$ cat src/rtl/adder_fault_sweep_pkg.sv
// Shared types for the adder fault sweep: fault modes, sweep states and
// the helper that picks the next enabled fault mode.
package adder_fault_pkg;

    localparam int NUM_MODES = 4;

    typedef enum logic [1:0] {
        MODE_NONE = 2'd0,
        MODE_SA0  = 2'd1,
        MODE_SA1  = 2'd2,
        MODE_FLIP = 2'd3
    } fault_mode_e;

    typedef enum logic [2:0] {
        ST_IDLE   = 3'd0,
        ST_APPLY  = 3'd1,
        ST_SETTLE = 3'd2,
        ST_EMIT   = 3'd3,
        ST_DONE   = 3'd4
    } sweep_state_e;

    // Lowest enabled mode whose index is >= from. Bit 2 says whether one
    // exists, bits 1:0 carry the mode index.
    function automatic logic [2:0] find_mode(input logic [NUM_MODES-1:0] mask,
                                             input logic [2:0]           from);
        logic [2:0] res;
        res = 3'b000;
        for (int m = NUM_MODES - 1; m >= 0; m--) begin
            if (mask[m] && (3'(m) >= from)) begin
                res = {1'b1, 2'(m)};
            end
        end
        return res;
    endfunction

endpackage

$ cat src/rtl/adder_fault_sweep_inject.sv
// Combinational WIDTH-bit adder with a single-bit fault injected on the
// selected sum bit. A fault_bit beyond the sum MSB matches no bit, so the
// sum passes through untouched.
module adder_fault_inject
    import adder_fault_pkg::*;
#(
    parameter int WIDTH = 2,
    parameter int FBW   = $clog2(WIDTH + 2)
) (
    input  logic [WIDTH-1:0] i_a,
    input  logic [WIDTH-1:0] i_b,
    input  fault_mode_e      i_mode,
    input  logic [FBW-1:0]   i_fault_bit,
    output logic [WIDTH:0]   o_golden,
    output logic [WIDTH:0]   o_sum
);

    // Full-width sum: the carry out is kept, nothing is truncated.
    assign o_golden = {1'b0, i_a} + {1'b0, i_b};

    generate
        for (genvar gi = 0; gi <= WIDTH; gi++) begin : g_bit
            logic w_hit;
            assign w_hit = (i_fault_bit == FBW'(gi));
            assign o_sum[gi] = !w_hit                 ? o_golden[gi] :
                               (i_mode == MODE_SA0)   ? 1'b0 :
                               (i_mode == MODE_SA1)   ? 1'b1 :
                               (i_mode == MODE_FLIP)  ? ~o_golden[gi] :
                                                        o_golden[gi];
        end
    endgenerate

endmodule

$ cat src/rtl/adder_fault_sweep.sv
// Adder fault sweep: walks every (a, b) pair across the enabled fault
// modes, compares faulty and golden sums and streams one record per vector
// over valid/ready. Define ADDER_FAULT_SWEEP_ABORT_EN to add the abort input.
module adder_fault_sweep
    import adder_fault_pkg::*;
#(
    parameter int WIDTH  = 2,
    parameter int SETTLE = 1
) (
    input  logic                         clk,
    input  logic                         rst_n,
    input  logic                         start,
    input  logic [NUM_MODES-1:0]         mode_mask,
    input  logic [$clog2(WIDTH+2)-1:0]   fault_bit,
`ifdef ADDER_FAULT_SWEEP_ABORT_EN
    input  logic                         abort,
`endif
    output logic                         busy,
    output logic                         done,
    output logic                         rec_valid,
    input  logic                         rec_ready,
    output logic [WIDTH-1:0]             rec_a,
    output logic [WIDTH-1:0]             rec_b,
    output logic [1:0]                   rec_mode,
    output logic [WIDTH:0]               rec_sum,
    output logic [WIDTH:0]               rec_golden,
    output logic                         rec_mismatch,
    output logic [2*WIDTH+2:0]           mismatch_cnt
);

    localparam int FBW = $clog2(WIDTH + 2);
    localparam int CW  = 2 * WIDTH + 3;
    // Settle counter runs 0..SETTLE-1.
    localparam int SCW = (SETTLE > 1) ? $clog2(SETTLE) : 1;

    sweep_state_e         r_state, w_state_next;
    logic [NUM_MODES-1:0] r_mask;
    logic [FBW-1:0]       r_fault_bit;
    logic [WIDTH-1:0]     r_a, r_b;
    fault_mode_e          r_mode;
    logic [SCW-1:0]       r_settle_cnt;
    logic                 r_done;
    logic [WIDTH-1:0]     r_rec_a, r_rec_b;
    fault_mode_e          r_rec_mode;
    logic [WIDTH:0]       r_rec_sum, r_rec_golden;
    logic                 r_rec_mismatch;
    logic [CW-1:0]        r_mismatch_cnt;

    logic [WIDTH:0]       w_sum, w_golden;
    logic [2:0]           w_first_in, w_first_latched, w_next_mode;
    logic                 w_abort, w_active, w_handshake, w_last;

`ifdef ADDER_FAULT_SWEEP_ABORT_EN
    assign w_abort = abort;
`else
    assign w_abort = 1'b0;
`endif

    adder_fault_inject #(
        .WIDTH (WIDTH),
        .FBW   (FBW)
    ) u_inject (
        .i_a         (r_a),
        .i_b         (r_b),
        .i_mode      (r_mode),
        .i_fault_bit (r_fault_bit),
        .o_golden    (w_golden),
        .o_sum       (w_sum)
    );

    assign w_active        = (r_state == ST_APPLY) || (r_state == ST_SETTLE) || (r_state == ST_EMIT);
    assign w_first_in      = find_mode(mode_mask, 3'd0);
    assign w_first_latched = find_mode(r_mask, 3'd0);
    assign w_next_mode     = find_mode(r_mask, {1'b0, r_mode} + 3'd1);
    // Abort wins over a same-cycle handshake, so a dropped record is never counted.
    assign w_handshake     = (r_state == ST_EMIT) && rec_ready && !w_abort;
    assign w_last          = (r_a == '1) && (r_b == '1) && !w_next_mode[2];

    // State register.
    always_ff @(posedge clk or negedge rst_n) begin
        if (!rst_n) begin
            r_state <= ST_IDLE;
        end else begin
            r_state <= w_state_next;
        end
    end

    // Next-state decode; abort overrides every active-state transition.
    always_comb begin
        w_state_next = r_state;
        case (r_state)
            ST_IDLE:   if (start) w_state_next = (mode_mask == '0) ? ST_DONE : ST_APPLY;
            ST_APPLY:  w_state_next = (SETTLE == 0) ? ST_EMIT : ST_SETTLE;
            ST_SETTLE: if (r_settle_cnt == SCW'(SETTLE - 1)) w_state_next = ST_EMIT;
            ST_EMIT:   if (rec_ready) w_state_next = w_last ? ST_DONE : ST_APPLY;
            ST_DONE:   w_state_next = ST_IDLE;
            default:   w_state_next = ST_IDLE;
        endcase
        if (w_abort && w_active) begin
            w_state_next = ST_DONE;
        end
    end

    // Counters, latched configuration, record registers and mismatch total.
    always_ff @(posedge clk or negedge rst_n) begin
        if (!rst_n) begin
            r_mask         <= '0;
            r_fault_bit    <= '0;
            r_a            <= '0;
            r_b            <= '0;
            r_mode         <= MODE_NONE;
            r_settle_cnt   <= '0;
            r_done         <= 1'b0;
            r_rec_a        <= '0;
            r_rec_b        <= '0;
            r_rec_mode     <= MODE_NONE;
            r_rec_sum      <= '0;
            r_rec_golden   <= '0;
            r_rec_mismatch <= 1'b0;
            r_mismatch_cnt <= '0;
        end else begin
            // done trails the one-cycle DONE state by a register stage.
            r_done <= (r_state == ST_DONE);
            case (r_state)
                ST_IDLE: begin
                    if (start) begin
                        r_mask         <= mode_mask;
                        r_fault_bit    <= fault_bit;
                        r_mismatch_cnt <= '0;
                        r_a            <= '0;
                        r_b            <= '0;
                        r_mode         <= fault_mode_e'(w_first_in[1:0]);
                        r_settle_cnt   <= '0;
                    end
                end
                ST_APPLY:  r_settle_cnt <= '0;
                ST_SETTLE: r_settle_cnt <= r_settle_cnt + 1'b1;
                ST_EMIT: begin
                    if (w_handshake) begin
                        r_mismatch_cnt <= r_mismatch_cnt + CW'(r_rec_mismatch);
                        // mode innermost, then b, then a.
                        if (w_next_mode[2]) begin
                            r_mode <= fault_mode_e'(w_next_mode[1:0]);
                        end else begin
                            r_mode <= fault_mode_e'(w_first_latched[1:0]);
                            if (r_b == '1) begin
                                r_b <= '0;
                                r_a <= r_a + 1'b1;
                            end else begin
                                r_b <= r_b + 1'b1;
                            end
                        end
                    end
                end
                default: ;
            endcase
            if ((w_state_next == ST_EMIT) && (r_state != ST_EMIT)) begin
                r_rec_a        <= r_a;
                r_rec_b        <= r_b;
                r_rec_mode     <= r_mode;
                r_rec_sum      <= w_sum;
                r_rec_golden   <= w_golden;
                r_rec_mismatch <= (w_sum != w_golden);
            end
        end
    end

    assign busy         = w_active;
    assign done         = r_done;
    assign rec_valid    = (r_state == ST_EMIT);
    assign rec_a        = r_rec_a;
    assign rec_b        = r_rec_b;
    assign rec_mode     = r_rec_mode;
    assign rec_sum      = r_rec_sum;
    assign rec_golden   = r_rec_golden;
    assign rec_mismatch = r_rec_mismatch;
    assign mismatch_cnt = r_mismatch_cnt;

endmodule

$ cat config.mk
export PLATFORM = sky130hd
export DESIGN_NAME = adder_fault_sweep
export DESIGN_NICKNAME = d
export VERILOG_FILES = /design/src/rtl/adder_fault_sweep_pkg.sv /design/src/rtl/adder_fault_sweep_inject.sv /design/src/rtl/adder_fault_sweep.sv
export SDC_FILE = /design/constraint.sdc
export NUM_CORES = 1
export LEC_CHECK = 0
export BUFFER_PORTS_ARGS = -buffer_cell sky130_fd_sc_hd__buf_2
export CELL_PAD_IN_SITES_DETAIL_PLACEMENT = 1
export CELL_PAD_IN_SITES_GLOBAL_PLACEMENT = 2
export CORE_UTILIZATION = 38
export CTS_CLUSTER_SIZE = 20
export DETAILED_ROUTE_END_ITERATION = 12
export GPL_TIMING_DRIVEN = 1
export PLACE_DENSITY_LB_ADDON = 0.1
export SLEW_MARGIN = 10
export SYNTH_ARGS = -nofsm -noshare
export SYNTH_HDL_FRONTEND = slang
export SYNTH_SLANG_ARGS = --single-unit
$ cat constraint.sdc
create_clock -name clk -period 3.7 [get_ports clk]
set_clock_uncertainty 0.05 [all_clocks]
set_input_delay 0 -clock clk [delete_from_list [all_inputs] [get_ports clk]]
set_output_delay 0 -clock clk [all_outputs]
set_load 0.02 [all_outputs]
# Word level (Yosys, flattened, before mapping)
# Cells that the tools add are included.
# W data, S select, Z words.
[word_totals] ff_bits=37 out_inout_bits=23 wordCells=115
[op_classes] add_sub_neg=6 magnitude_cmp=4 eq_ne=18 muxes=48 n_bitwise=3 reduce_logical=21
[ops] op="$mux W2" count=18
[ops] op="$mux W3" count=9
[ops] op="$mux W7" count=2
[ops] op="$pmux W7 S2" count=1
[ops] op="$mux W1" count=13
[ops] op="$pmux W2 S2" count=3
[ops] op="$pmux W3 S4" count=1
[ops] op="$eq A2 B2 Y1 const B" count=5
[ops] op="$eq A3 B2 Y1 const B" count=3
[ops] op="$logic_and A1 B1 Y1" count=8
[ops] op="$add A7 B1 Y7" count=1
[ops] op="$ge A1 B3 Y1 const A" count=2
[ops] op="$ge A2 B3 Y1 const A" count=2
[ops] op="$reduce_and A5 Y1" count=1
[ops] op="$add A2 B1 Y2 const B" count=2
[ops] op="$eq A2 B1 Y1 const B" count=2
[ops] op="$logic_not A4 Y1" count=1
[ops] op="$ne A2 B1 Y1 const B" count=2
[ops] op="$ne A2 B2 Y1 const B" count=2
[ops] op="$reduce_and A2 Y1" count=2
[ops] op="$reduce_and A4 Y1" count=1
[ops] op="$add A2 B1 Y3 const B" count=1
[ops] op="$add A2 B2 Y3" count=1
[ops] op="$eq A3 B1 Y1 const B" count=1
[ops] op="13 further kinds" count=16

# Depth between registers and ports, before layout
[logic_depth] depth_word=14 mapped_depth=7 mapped_depth_nobuf=6

# By module
# Synthesis repeated with hierarchy kept, for this count alone.
[unflattened] hier_cells=185 hier_area_um2=1968.1
[by_module_without_submodules] module="adder_fault_sweep" instances=1 cells_each=174 area_per_inst_um2=1858.0 seq_area_each_um2=925.9
[by_module_without_submodules] module="adder_fault_inject" instances=1 cells_each=11 area_per_inst_um2=110.1 seq_area_each_um2=0.0

# Worst setup path before layout
# Ideal clock, no wire load.
[synth_timing] path_type="reg2reg" startpoint="reg r_a[0]" endpoint="reg r_rec_mismatch (netlist: rec_mismatch)" arrival_time_ns=1.692 setup_slack_ns=1.830 stages_incl_launch_ff=7 period_less_slack_ns=1.870 cell_sequence="dfrtp_1 ha_1 fa_1 mux2i_1 mux2_2 o21ai_0 o21ai_1"
[synth_via] elab_cells_between_ends=25 classes_between="add/sub: 1; eq/ne: 3; mux: 15; bitwise: 3; reduce/logical: 3"
[synth_lines] item="start, declared" line="adder_fault_sweep.sv:39" source="logic [WIDTH-1:0] r_a, r_b;"
[synth_lines] item="start signal, assigned" line="adder_fault_sweep.sv:148" source="r_a <= r_a + 1'b1;"
[synth_lines] item="$add A2 B2 Y3 (*)" line="adder_fault_sweep_inject.sv:19" source="assign o_golden = {1'b0, i_a} + {1'b0, i_b};"
[synth_lines] item="named net u_inject.o_golden[2]" line="adder_fault_sweep_inject.sv:14" source="output logic [WIDTH:0] o_golden,"
[synth_lines] item="$not A1 Y1" line="adder_fault_sweep_inject.sv:28" source="(i_mode == MODE_FLIP) ? ~o_golden[gi] :"
[synth_lines] item="$mux W1" line="adder_fault_sweep_inject.sv:28"
[synth_lines] item="$mux W1" line="adder_fault_sweep_inject.sv:27" source="(i_mode == MODE_SA1) ? 1'b1 :"
[synth_lines] item="$mux W1" line="adder_fault_sweep_inject.sv:26" source="(i_mode == MODE_SA0) ? 1'b0 :"
[synth_lines] item="$mux W1" line="adder_fault_sweep_inject.sv:25" source="assign o_sum[gi] = !w_hit ? o_golden[gi] :"
[synth_lines] item="$ne A3 B3 Y1 (*)" line="adder_fault_sweep.sv:163" source="r_rec_mismatch <= (w_sum != w_golden);"
[synth_lines] item="end signal, assigned" line="adder_fault_sweep.sv:163"
[synth_lines] item="end, declared" line="adder_fault_sweep.sv:46" source="logic r_rec_mismatch;"
# The timed path passes the listed nets; every way through them passes the cells marked *.
# A chain may end at the register's enable or synchronous reset.

# Worst setup path in the final report
[layout_timing] startpoint="reg r_state[2]" endpoint="reg r_mode[0]"
[layout_via] elab_chain_cells=4 elab_cells_between_ends=8 classes_between="eq/ne: 3; mux: 1; reduce/logical: 4"
[layout_lines] item="start, declared" line="adder_fault_sweep.sv:36" source="sweep_state_e r_state, w_state_next;"
[layout_lines] item="start signal, assigned" line="adder_fault_sweep.sv:84" source="r_state <= w_state_next;"
[layout_lines] item="$eq A3 B2 Y1" line="adder_fault_sweep.sv:76, adder_fault_sweep.sv:124"
[layout_lines] item="$logic_and A1 B1 Y1" line="adder_fault_sweep.sv:76" source="assign w_handshake = (r_state == ST_EMIT) && rec_ready && !w_abort;"
[layout_lines] item="$ne A2 B1 Y1 (no source line)"
[layout_lines] item="$reduce_and A3 Y1 (no source line)"
[layout_lines] item="end signal, assigned" line="adder_fault_sweep.sv:132" source="r_mode <= fault_mode_e'(w_first_in[1:0]);"
[layout_lines] item="end signal, assigned" line="adder_fault_sweep.sv:143" source="r_mode <= fault_mode_e'(w_next_mode[1:0]);"
[layout_lines] item="end signal, assigned" line="adder_fault_sweep.sv:145" source="r_mode <= fault_mode_e'(w_first_latched[1:0]);"
[layout_lines] item="end, declared" line="adder_fault_sweep.sv:40" source="fault_mode_e r_mode;"
# Parallel ways exist; a longest one is shown, timed or not.

==> run summary <==
In this run the power density over the cells is 789 nW/um2. In this run the static leakage power is 0.00110 uW. The count of nets left with antenna violations once routing finished came out at 0. Area taken by flip-flops and latches: 926 um2.

For the pin with the worst max-slew slack, the measured transition is 0.972 ns. The wire-length estimate of the detail-placed layout is 3450 um. The number of global-route vias before repair came out at 1652. Measured in cells, the most critical reg-to-reg path has a length of 4. Kind of end point of the critical path: a flip-flop.

The number of nets handed over by synthesis was 217. The path type of the worst min-delay path was in -> reg. TritonCTS built the clock tree. Summing over every cut layer, the via total after detailed routing is 1582. The number of diodes added for antenna fixing was 0. The run finished with clean final reports. The setup total negative slack is 0 ns, and the die span in x is 74.4 um. Setup violations remaining at the end of the flow were counted as 0. Summing all non-filler instances in the final layout gives an area of 2350 um2. The mapped netlist covers 1990 um2. The critical path class is reg -> reg. For the Yosys warning count, the log shows 0. The part of the Yosys area used for sequential elements was 0.465; the number of buffers added by the clock tree synthesis step was 5. The leftover overflow at the end of global routing is 0, and the internal power is 1040 uW. The element type at the critical path start is a flip-flop.

Across the run, the number of max-cap violations was 0. The die height is 74.4 um. The iteration-0 DRC count of the detailed router was 73. The critical path ends at r_mode[0]$_DFFE_PN0P_. Entering global routing, the biggest net connects 38 pins. The tools report the count of pins over their slew limit as 0.

Overall track demand over capacity in global routing: 0.191. The root buffer cell chosen for the clock tree is sky130_fd_sc_hd__clkbuf_8. After synthesis the netlist holds a flip-flop and latch count of 37.

Port buffering added 32 buffers. The final weighted congestion of routability-driven global placement was 0.778; the net switching share of the total power was 0.438. The first global-routing pass estimated 7880 um of wire.

For the gate count of the mapped netlist, the log shows 201. The clock insertion delay at the later pin of the skew report is 0.29 ns. The area growth from synthesis to layout is 18.0%. The highest layer touched by signal routing is met4. The effective utilization at floorplan came out at 0.408.

Final hold analysis gives a worst-case slack of 0.108 ns. STA puts the critical path data required time at 3.88 ns. For the number of library cell types mapped by synthesis, the log shows 47. The share of post-route cells with drive strength above 1 was 0.239. Number of enable-type register cells in the synthesized netlist: 0. The first detailed-routing pass ran for 3 iterations.

Clock edge transition at the registers on the reported setup and hold paths: 0.07 ns. The logs give 0.349 for the tightest slew margin relative to the limit and 2340 um for the met2 wire length. The number of primary I/O pins was 33; the power share of the clock group was 0.162.

In the final layout, the multi-input gates occupy 975 um2. The clock passes through at most 2 buffers. The run gives 0.403 as the part of the total power dissipated in sequential elements.

After detailed routing, the average wire length per cell comes to 15.4 um. The die covers 5540 um2. The tools report the CTS sink count as 37. The logs give 0.435 for the combinational power share and 2 for the maximum level of the CTS H-tree. The share of synthesized flip-flops with an asynchronous set or reset was 1.00; the final critical-path required period was 2.24 ns. Using the TritonRoute via totals, the vias-per-cell ratio works out to 5.19.

Across the VDD grid, the largest voltage drop is 410 uV. The data arrival time of the critical path is 2.42 ns. For this design the total switching power over the nets is 813 uW.

The worst register-to-register path begins at r_state[2]$_DFF_PN0_. The routed design uses 90 um of met3 wire. Count of standard-cell rows: 25.

For this run, the post-layout net count is 253. The core occupancy in the finished layout is 0.482. The highest net fanout along the worst path came out at 19. Among all flip-flop cells after synthesis, the most frequent one is sky130_fd_sc_hd__dfrtp_1. The total of cells resized after clock tree synthesis came out at 0.

The final hold violation count is 0, and the number of filler cells placed in the layout is 579. For the total power consumption of the routed design, the log shows 1850 uW. In the routed design, unresolved DRC markers number 0. For this block, the routed nets add up to 4700 um of wire. The floorplan step defined a core boundary enclosing 4880 um2. The instance area at placement is 2170 um2, and the achievable clock frequency is 447 MHz. After clock tree synthesis, the setup repair step added 0 buffers. Averaged over all synthesized cells, the footprint is 9.92 um2. The number of antenna violations at the first check in global routing was 0.

Setup repair after global routing left no endpoint under its margin. The critical path starts at r_state[2]$_DFF_PN0_. The slack of the worst reg-to-reg path was 1.46 ns; the post-route clock period utilization was 0.605.

The routed metal-1 wire length is 2200 um. In this run the critical register-to-register path is captured at r_mode[0]$_DFFE_PN0P_.
==> worst min-delay path by stage <==
stage,to,from,slack (ns),cells past startpoint
finish,r_state[0]$_DFF_PN0_,rec_ready,0.11,4
global route,r_state[0]$_DFF_PN0_,rec_ready,0.10,4
CTS,r_state[0]$_DFF_PN0_,rec_ready,0.1,4
detailed placement,mismatch_cnt[4]$_DFFE_PN0P_,rst_n,0.11,1
global placement,mismatch_cnt[4]$_DFFE_PN0P_,rst_n,0.10,1
floorplan,done$_DFF_PN0_,rst_n,-0.35,0
==> layer usage <==
| layer | up-vias | track usage |
|---|---|---|
| li1 | 772 | - |
| met1 | 783 | 0.252 |
| met2 | 20 | 0.311 |
| met3 | 7 | 0.0325 |
| met4 | 0 | 0.0755 |
| met5 | - | 0 |
==> per-stage QoR <==
step	std cells	worst slack, ns
CTS	305	1.42
finish	305	1.46
floorplan	201	1.83
detailed placement	289	1.42
global placement	289	1.52
global route	305	1.22
==> power groups by stage <==
stage          Clock [uW]  Combinational, uW  Sequential (uW)
2_1_floorplan           0                570              761
3_3_place_gp            0                778              746
3_5_place_dp            0                809              759
4_1_cts               311                821              752
5_1_grt               323                899              782
6_report              300                807              747
==> synth_stat cells, types with 2 or more instances <==
cell type	number	area (um2)
sky130_fd_sc_hd__a22o_1	3	26.3
sky130_fd_sc_hd__mux2i_1	3	30.0
sky130_fd_sc_hd__nor3_2	2	20.0
sky130_fd_sc_hd__buf_6	2	22.5
sky130_fd_sc_hd__nand4_1	4	25.0
sky130_fd_sc_hd__nor2_2	2	12.5
sky130_fd_sc_hd__xnor2_1	5	43.8
sky130_fd_sc_hd__o22ai_1	4	25.0
sky130_fd_sc_hd__ha_1	5	62.6
sky130_fd_sc_hd__clkbuf_1	6	22.5
sky130_fd_sc_hd__inv_1	8	30.0
sky130_fd_sc_hd__buf_2	2	10.0
sky130_fd_sc_hd__nor4_1	2	12.5
sky130_fd_sc_hd__nor2b_1	3	18.8
sky130_fd_sc_hd__nand3_1	7	35.0
sky130_fd_sc_hd__dfrtp_1	37	926
sky130_fd_sc_hd__a21oi_1	5	25.0
sky130_fd_sc_hd__mux2_2	6	67.6
sky130_fd_sc_hd__nand2b_1	6	37.5
sky130_fd_sc_hd__and2_1	3	18.8
sky130_fd_sc_hd__nand2_1	34	128
sky130_fd_sc_hd__and3b_1	2	17.5
sky130_fd_sc_hd__a211oi_1	3	22.5
sky130_fd_sc_hd__a2111oi_4	2	55.1
sky130_fd_sc_hd__nor2_1	12	45.0
sky130_fd_sc_hd__o21ai_0	12	60.1
==> worst max-delay path, cell delays in order, from the launching register on <==
cell	delay (ns)
sky130_fd_sc_hd__dfrtp_1	0.63
sky130_fd_sc_hd__nor4b_4	0.97
sky130_fd_sc_hd__o21ai_0	0.20
sky130_fd_sc_hd__o22ai_1	0.18
sky130_fd_sc_hd__a22o_1	0.15
==> timing repair <==
action	4_1_cts	5_1_grt
endpoints found under the setup margin	0	0
hold endpoints to repair	44	0
hold buffers	8	0
==> cell usage in the layout (no fill, tap or decap), types with 3 or more instances in the layout <==
master and count:
sky130_fd_sc_hd__xnor2_1 5, sky130_fd_sc_hd__inv_1 8, sky130_fd_sc_hd__a21oi_1 5, sky130_fd_sc_hd__o21ai_0 12, sky130_fd_sc_hd__nor2b_1 3, sky130_fd_sc_hd__buf_2 32, sky130_fd_sc_hd__dfrtp_1 37, sky130_fd_sc_hd__nor2_1 12
sky130_fd_sc_hd__a22o_1 3, sky130_fd_sc_hd__nand3_1 7, sky130_fd_sc_hd__ha_1 5, sky130_fd_sc_hd__dlygate4sd3_1 8, sky130_fd_sc_hd__nand2_1 34, sky130_fd_sc_hd__o22ai_1 4, sky130_fd_sc_hd__nand4_1 4, sky130_fd_sc_hd__mux2i_1 3
sky130_fd_sc_hd__nand2b_1 6, sky130_fd_sc_hd__and2_1 3, sky130_fd_sc_hd__a211oi_1 3, sky130_fd_sc_hd__clkbuf_8 6, sky130_fd_sc_hd__mux2_2 6
==> state kept, by name (all words and copies together) (netlist names), 2 cells and up <==
name,flops
rec_sum,3
r_b,2
r_mode,2
rec_a,2
rec_mode,2
rec_golden,3
r_a,2
r_fault_bit,2
r_mask,4
r_state,3
rec_b,2
mismatch_cnt,7
==> cell families (layout without fill, tap and decap cells) <==
logic type | after synthesis | after routing | synth area share
and+or+nand+nor | 84 | 84 | 0.222
AOI/OAI and AO/OA | 41 | 41 | 0.155
muxes | 9 | 9 | 0.0490
adders and majority gates | 6 | 6 | 0.0414
buffers and inverters | 19 | 56 | 0.0465
xor gates and xnor gates | 5 | 5 | 0.0220
DFF | 37 | 37 | 0.465
==> cell type report <==
cell class	count	share of cell area
multi-input combinational	145	0.415
clock buffer	6	0.0351
sequential	37	0.394
inverter	8	0.0128
tap	67	0.0357
clock inverter	2	0.00585
timing repair buffer	40	0.102
Note: power is estimated with default switching activity, not from simulation.
